## config.mk

```make
export PLATFORM = sky130hd
export DESIGN_NAME = mem_line_reader
export DESIGN_NICKNAME = d
export VERILOG_FILES = /design/src/rtl/mem_line_reader.sv
export SDC_FILE = /design/constraint.sdc
export NUM_CORES = 2
export LEC_CHECK = 0
export ABC_AREA = 1
export CORE_ASPECT_RATIO = 1.2
export CORE_MARGIN = 3
export CORE_UTILIZATION = 48
export CTS_CLUSTER_SIZE = 16
export DETAILED_ROUTE_END_ITERATION = 7
export DONT_BUFFER_PORTS = 1
export HOLD_SLACK_MARGIN = 0.03
export PLACE_DENSITY = 0.61
export SETUP_SLACK_MARGIN = 0.4
export SLEW_MARGIN = 20
export SYNTH_ARGS = -nofsm -noshare
export SYNTH_HDL_FRONTEND = slang
export SYNTH_SLANG_ARGS = --single-unit
```

## constraint.sdc

```tcl
create_clock -name clk -period 29.8 [get_ports clk]
set_input_delay 4.47 -clock clk [delete_from_list [all_inputs] [get_ports clk]]
set_output_delay 4.47 -clock clk [all_outputs]
set_load 0.05 [all_outputs]
```

## src/rtl/mem_line_reader.sv

```systemverilog
// rtl/mem_line_reader.sv - mem_intf_read client: splits a read command into bursts and streams lines out of a FIFO
// Optional protocol checker on the err output: define MEM_LINE_READER_CHK_EN.
module mem_line_reader #(
   parameter int DEPTH           = 8,
   parameter int MAX_BURST_LINES = 4,
   parameter int SIZE_WIDTH      = 16
) (
   input  logic                  clk,
   input  logic                  rst,
   input  logic                  cmd_valid,
   output logic                  cmd_ready,
   input  logic [18:0]           cmd_addr,
   input  logic [SIZE_WIDTH-1:0] cmd_bytes,
   output logic                  mem_req,
   output logic [18:0]           mem_start_addr,
   output logic [SIZE_WIDTH-1:0] mem_size_bytes,
   input  logic                  mem_valid,
   input  logic [255:0]          mem_data,
   output logic                  out_valid,
   input  logic                  out_ready,
   output logic [255:0]          out_data,
   output logic [5:0]            out_bytes,
   output logic                  out_last,
   output logic                  done,
   output logic                  err
);

   localparam int PTR_W       = $clog2(DEPTH);
   localparam int CNT_W       = PTR_W + 1;
   localparam int BEAT_W      = $clog2(MAX_BURST_LINES + 1);
   localparam int BURST_BYTES = MAX_BURST_LINES * 32;
   localparam int LINE_W      = SIZE_WIDTH - 4;

   typedef enum logic [1:0] {IDLE, REQ, GAP, DONE} state_t;

   state_t                state, state_nxt;
   logic [SIZE_WIDTH-1:0] rem;
   logic [18:0]           addr;
   logic [BEAT_W-1:0]     beat_cnt;

   logic [255:0]          fifo_data  [DEPTH];
   logic [5:0]            fifo_bytes [DEPTH];
   logic                  fifo_last  [DEPTH];
   logic [PTR_W-1:0]      wr_ptr, rd_ptr;
   logic [CNT_W-1:0]      count;

   logic [SIZE_WIDTH-1:0] burst_bytes;
   logic [SIZE_WIDTH:0]   lines_round;
   logic [LINE_W-1:0]     burst_lines;
   logic [CNT_W-1:0]      occ_after_pop;
   logic [CNT_W-1:0]      free;
   logic                  space_ok;
   logic                  beat_ok;
   logic                  push, pop;
   logic                  burst_end;
   logic                  cmd_final_line;
   logic [5:0]            push_bytes;
   logic [SIZE_WIDTH-1:0] rem_after;

   always_comb begin
      burst_bytes = (rem < SIZE_WIDTH'(BURST_BYTES)) ? rem : SIZE_WIDTH'(BURST_BYTES);
      lines_round = {1'b0, burst_bytes} + (SIZE_WIDTH+1)'(31);
      burst_lines = LINE_W'(lines_round >> 5);
   end

   // Free space is judged after this cycle's pop so a draining consumer is not penalised.
   assign pop           = out_ready && (count != '0);
   assign occ_after_pop = count - CNT_W'(pop);
   assign free          = CNT_W'(DEPTH) - occ_after_pop;
   assign space_ok      = (LINE_W'(free) >= burst_lines);

`ifdef MEM_LINE_READER_CHK_EN
   logic req_seen;
   logic err_q;

   // A beat in the first mem_req cycle answers a request the memory could not yet have seen.
   always_ff @(posedge clk) begin
      if (rst) begin
         req_seen <= 1'b0;
         err_q    <= 1'b0;
      end else begin
         req_seen <= (state == REQ);
         if (mem_valid && !((state == REQ) && req_seen))
            err_q <= 1'b1;
      end
   end

   assign beat_ok = mem_valid && (state == REQ) && req_seen;
   assign err     = err_q;
`else
   assign beat_ok = mem_valid && (state == REQ);
   assign err     = 1'b0;
`endif

   assign push           = beat_ok;
   assign burst_end      = push && (beat_cnt == BEAT_W'(1));
   assign cmd_final_line = burst_end && (rem == mem_size_bytes);
   assign rem_after      = rem - mem_size_bytes;

   always_comb begin
      push_bytes = 6'd32;
      if (cmd_final_line && (mem_size_bytes[4:0] != 5'd0))
         push_bytes = {1'b0, mem_size_bytes[4:0]};
   end

   always_comb begin
      state_nxt = state;
      done      = 1'b0;
      case (state)
         IDLE: begin
            if (cmd_valid)
               state_nxt = (cmd_bytes == '0) ? DONE : GAP;
         end
         GAP: begin
            if (space_ok)
               state_nxt = REQ;
         end
         REQ: begin
            if (burst_end)
               state_nxt = (rem_after != '0) ? GAP : DONE;
         end
         DONE: begin
            if (count == '0) begin
               done      = 1'b1;
               state_nxt = IDLE;
            end
         end
         default: state_nxt = IDLE;
      endcase
   end

   always_ff @(posedge clk) begin
      if (rst) begin
         state          <= IDLE;
         rem            <= '0;
         addr           <= '0;
         mem_start_addr <= '0;
         mem_size_bytes <= '0;
         beat_cnt       <= '0;
      end else begin
         state <= state_nxt;
         case (state)
            IDLE: begin
               if (cmd_valid) begin
                  rem  <= cmd_bytes;
                  addr <= cmd_addr;
               end
            end
            GAP: begin
               if (space_ok) begin
                  mem_start_addr <= addr;
                  mem_size_bytes <= burst_bytes;
                  beat_cnt       <= BEAT_W'(burst_lines);
               end
            end
            REQ: begin
               if (push)
                  beat_cnt <= beat_cnt - BEAT_W'(1);
               if (burst_end) begin
                  addr <= addr + 19'(mem_size_bytes);
                  rem  <= rem_after;
               end
            end
            default: ;
         endcase
      end
   end

   always_ff @(posedge clk) begin
      if (rst) begin
         wr_ptr <= '0;
         rd_ptr <= '0;
         count  <= '0;
      end else begin
         if (push)
            wr_ptr <= wr_ptr + PTR_W'(1);
         if (pop)
            rd_ptr <= rd_ptr + PTR_W'(1);
         count <= count + CNT_W'(push) - CNT_W'(pop);
      end
   end

   always_ff @(posedge clk) begin
      if (push) begin
         fifo_data[wr_ptr]  <= mem_data;
         fifo_bytes[wr_ptr] <= push_bytes;
         fifo_last[wr_ptr]  <= cmd_final_line;
      end
   end

   assign cmd_ready = (state == IDLE);
   assign mem_req   = (state == REQ);
   assign out_valid = (count != '0);
   assign out_data  = out_valid ? fifo_data[rd_ptr]  : '0;
   assign out_bytes = out_valid ? fifo_bytes[rd_ptr] : '0;
   assign out_last  = out_valid ? fifo_last[rd_ptr]  : 1'b0;

endmodule

```

# Word level (Yosys, flattened, before mapping)
# Memories as Yosys holds them, arrays and structs flattened. A register that Yosys moved wholly into a read port is not among the register bits.
# Index checks and enable logic that the tools add are counted.
[word_totals] input_bits=296 ram_bits=2104 elab_cells=82 memories=3 ff_bits=85
[mem_list] memory="fifo_data" words=8 word_bits=256 read_ports=1 rd_clocked_by_memory_dff=1 write_ports=1 line_no="41" text="logic [255:0] fifo_data [DEPTH];"
[mem_list] memory="fifo_bytes" words=8 word_bits=6 read_ports=1 rd_clocked_by_memory_dff=1 write_ports=1 line_no="42" text="logic [5:0] fifo_bytes [DEPTH];"
[mem_list] memory="fifo_last" words=8 word_bits=1 read_ports=1 rd_clocked_by_memory_dff=1 write_ports=1 line_no="43" text="logic fifo_last [DEPTH];"
[op_classes] add_sub_neg=10 n_eq_ne=10 n_lt_le_gt_ge=2 mux=31 reduce_logical=17
[ops] operator="two-way mux 256 bit" n=1
[ops] operator="two-way mux 16 bit" n=3
[ops] operator="two-way mux 19 bit" n=2
[ops] operator="one-hot mux 19 bit (2 select lines)" n=1
[ops] operator="one-hot mux 16 bit (2 select lines)" n=1
[ops] operator="two-way mux 3 bit" n=8
[ops] operator="adder 19 x 16 -> 19 bit" n=1
[ops] operator="adder 16 x 5 -> 17 bit (second input constant)" n=1
[ops] operator="equality test 16 bit" n=1
[ops] operator="logical NOT 16 bit" n=1
[ops] operator="less-than comparator 16 x 8 -> 1 bit (second input constant)" n=1
[ops] operator="nonzero test 16 bit" n=1
[ops] operator="subtractor 16 bit" n=1
[ops] operator=">= comparator 4 x 12 -> 1 bit" n=1
[ops] operator="two-way mux 6 bit" n=2
[ops] operator="two-way mux 2 bit" n=4
[ops] operator="one-hot mux 2 bit (4 select lines)" n=1
[ops] operator="subtractor 4 x 1 -> 4 bit" n=2
[ops] operator="two-way mux 1 bit" n=7
[ops] operator="adder 3 x 1 -> 3 bit (second input constant)" n=2
[ops] operator="inequality test 2 bit (second input constant)" n=3
[ops] operator="one-hot mux 3 bit (2 select lines)" n=1
[ops] operator="AND reduction 3 bit" n=2
[ops] operator="logical AND 1 bit" n=5
[ops] operator="other kinds (14)" n=17

# Logic depth before layout (Yosys ltp)
[logic_depth] word_depth=7 depth_mapped=20 mapped_depth_nobuf=20

# Worst setup path after synthesis
# Ideal clock, no wire load.
[synth_path] kind="input port to flip-flop" startpoint="input mem_valid" endpoint="memory fifo_bytes[1][0], enable pin" cell_stages=6 arrival_time_ps=15841 setup_ps=892 slack_ps=13067 cell_sequence="inv_1 -> nor2_4 -> inv_1 -> nor2_1 -> inv_1 -> nor2_1"
[synth_via] elab_chain_len=3
[synth_lines] item="start, declared" line_no="17" text="input logic mem_valid,"
[synth_lines] item="logical AND 1 bit" line_no="91" text="assign beat_ok = mem_valid && (state == REQ);"
[synth_lines] item="two-way mux 1 bit" line_no="184" text="if (push) begin"
[synth_lines] item="two-way mux 1 bit (not written as such)" line_no="186" text="fifo_bytes[wr_ptr] <= push_bytes;"
[synth_lines] item="end, declared" line_no="42"
# No other way between the ends.

==> summary.md <==
| Metric | Value |
|---|---|
| Global route overflow | `0` |
| Placement row count | `170` |
| Largest net degree at the start of global routing | `188` |
| # IOs | `599` |
| Full die area | `0.186 mm^2` |
| Primary FF master, synth | `edfxtp_1` |
| Worst Path Required | `25.33 ns` |
| Reg area | `0.0649 mm^2` |
| EDFF count, synth | `2104` |
| DR vias | `54700` |
| Routability Congestion | `0.879` |
| Relative slew margins | `19.8%` |
| Dominant cells by area after synthesis | `edfxtp_1 (73%), o21ai_0 (7.5%), nor2_1 (7.4%)` |
| Clk buf depth | `3` |
| WL/cell | `23.2 um` |
| Max-cap violations | `0` |
| Vias per inst | `5.78` |
| Critical path class | `reg -> out` |
| Classification of the worst-slack hold path | `reg -> reg` |
| Clk pin slew, worst setup/hold paths | `0.06 ns` |
| Worst r2r path cells | `8` |
| Synth Register Bits | `2192` |
| Cells on Worst Hold Path | `2` |
| PD cells | `98.0 mW/mm^2` |
| Setup TNS | `0 ns` |
| Hold-fix buffers, CTS | `0` |
| Share of the synthesized area in the top cell type | `72.7%` |
| Vias in the first global route | `54200` |
| Startpoint Class | `flip-flop` |
| Final min period | `9.90 ns` |
| Worst R2R Setup Slack | `24.72 ns` |
| RSZ-0062 raised after global routing | `false` |
| Top cell family by delay on the critical path | `buffers and inverters` |
| ANT nets after route | `0` |
| CORE AREA | `0.179 mm^2` |
| Count leader, synth | `edfxtp_1` |
| Crit-path cells | `buf_12 -> buf_4 -> buf_4 -> o21ai_0 -> o22ai_1 -> o21ai_0 -> a31oi_1` |
| Final Skew | `0.0531 ns` |
| Die Y | `472 um` |
| Synth warn | `0` |
| Area Growth Syn to Fin | `12.1%` |
| VDD IR max | `0.0936 mV` |
| Drt pass-1 iters | `5` |
| H-tree levels | `4` |
| Final worst path period share | `33.2%` |
| Num CTS Buffers | `209` |
| Status | `finished, final reports clean` |
| Half-perimeter wire length after detailed placement | `119000 um` |
| DRT Wirelength | `220000 um` |
| Worst setup EP type | `output pin` |
| DRC | `0` |
| Pre-CTS WS | `20.86 ns` |
| Worst path slowest cell | `dfxtp_4` |
| Post-synthesis sequential area ratio | `74.8%` |
| Worst stage delay on the critical path | `0.89 ns` |
| Slew @ Worst Pin | `1.20 ns` |
| Multi-input gate area | `0.0201 mm^2` |
| CTS Sinks | `2192` |
| Starting Density | `48.4%` |
| WP data arrival | `5.43 ns` |
| FF-to-FF Start | `state[0]` |
| Largest fanout on the critical path | `150` |
| CTS tree | `done` |
| Fmax | `101 MHz` |
| Net Count, Synth | `7241` |
| First-pass GRT wire length | `332000 um` |
| Final worst slack | `19.90 ns` |
| Number of I/O port buffers | `0` |
| Total GRT Usage | `23.2%` |
| Area leader, netlist | `edfxtp_1` |
| Initial antenna violation count | `5` |
| Final hold violations | `0` |
| Fin nets | `7238` |
| Filler instances | `14700` |
| R2r endpoint | `fifo_data[0][82]` |
| Mean Syn Cell Area | `12.6 um^2` |
| Hold Crit Start | `rd_ptr[2]` |
| Worst path buffer plus inverter count | `3` |
| Syn Inst Count | `6895` |
| Post-CTS Resized | `0` |
| Die X | `394 um` |
| Proportion of layout cells with a drive suffix above 1 | `9.38%` |
| Area of the mapped netlist | `0.0869 mm^2` |
| Static leakage | `32.0 nW` |
| CTS root buffer | `clkbuf_16` |
| Unique masters post-synth | `46` |
| FFs w/ async S/R, synth | `0%` |
| Initial DRC Count | `3964` |
| Clk Latency, worst-skew pair | `0.84 ns` |
| Post-CTS setup buffers | `0` |
| Synth cell count leaders | `edfxtp_1 (2104), nor2_1 (1716), o21ai_0 (1304), a31oi_1 (266), o22ai_1 (266)` |
| Final setup fails | `0` |
| Slew Limit Fails | `0` |
==> layer usage <==
layer  global-route usage (%)  vias to the layer above  routed length [um]
li1                         -                    25200                   -
met1                     29.6                    27400               88500
met2                     37.3                     1806              103000
met3                     8.76                      318               23600
met4                     6.29                        0                4800
met5                        0                        -                   0
==> worst max path at each step <==
| stage | to | slack [ns] | depth (start not counted) |
|---|---|---|---|
| floorplan | fifo_bytes[1][0] | 13.07 | 6 |
| global placement | out_data[157] | 20.82 | 7 |
| detailed placement | fifo_data[1][174] | 20.86 | 10 |
| CTS | out_data[158] | 19.95 | 7 |
| global route | out_data[158] | 19.55 | 7 |
| finish | out_data[158] | 19.90 | 7 |
==> layout make-up <==
cell class,instances,area share [%]
antenna,2,0.00514
clock buffer,264,5.69
clock inverter,121,1.20
inverter,132,0.541
multi-input combinational,4106,20.6
sequential,2192,66.7
tap,2408,3.09
timing repair buffer,251,2.15
==> registers in the layout, summed over array words and instances, names as in the netlist, 4 cells and up, named ones only <==
name	cells
fifo_data	2048
fifo_bytes	48
addr	19
mem_start_addr	19
mem_size_bytes	16
rem	16
fifo_last	8
count	4
==> logic make-up after synthesis <==
logic type	Yosys count	share of synthesized area (%)
xor gates and xnor gates	11	0.111
buffers and inverters	597	2.91
other	2	0.00865
DFF	2192	74.8
adders and majority gates	50	0.746
and+or+nand+nor	2022	8.95
AOI/OAI and AO/OA	2021	12.5
==> power by group <==
group          switching [W]  total [W]  internal [W]
Combinational        0.00258    0.00340      0.000820
Clock                0.00113    0.00259       0.00146
Sequential         0.0000951    0.00356       0.00347
==> tightest hold or removal path: stages (launching register included) <==
cell	delay, ns
dfxtp_1	0.31
inv_1	0.05
a21oi_1	0.06
==> layout by cell type (no fill, tap or decap), types with 9 or more instances in the layout <==
| cell type | netlist | final |
|---|---|---|
| edfxtp_1 | 2104 | 2104 |
| nor2_1 | 1716 | 1708 |
| o21ai_0 | 1304 | 1304 |
| o22ai_1 | 266 | 266 |
| buf_4 | 5 | 233 |
| clkbuf_16 | 0 | 214 |
| nand2_1 | 214 | 213 |
| a31oi_1 | 266 | 175 |
| inv_1 | 128 | 125 |
| a31oi_2 | 0 | 88 |
| a21oi_1 | 87 | 87 |
| dfxtp_1 | 88 | 86 |
| o21ai_1 | 76 | 76 |
| nand3_1 | 59 | 59 |
| clkbuf_1 | 258 | 50 |
| clkinv_1 | 1 | 47 |
| ha_1 | 47 | 47 |
| clkinv_2 | 0 | 34 |
| bufinv_16 | 0 | 16 |
| buf_12 | 0 | 14 |
| nand4_1 | 11 | 11 |
| nor2_4 | 1 | 9 |
==> stage by stage <==
stage	area (um^2)	utilization [%]	cells	hold WS (ns)	power [W]
6_report	97400	54.3	9476	0.466	0.00955
5_1_grt	97400	54.3	9475	0.499	0.00999
4_1_cts	97300	54.3	9473	0.469	0.00960
3_5_place_dp	90600	50.5	9088	0.457	0.00702
3_3_place_gp	90200	50.3	9088	0.445	0.00695
2_1_floorplan	86900	-	6895	0.433	0.00604
Note: power is estimated with default switching activity, not from simulation.
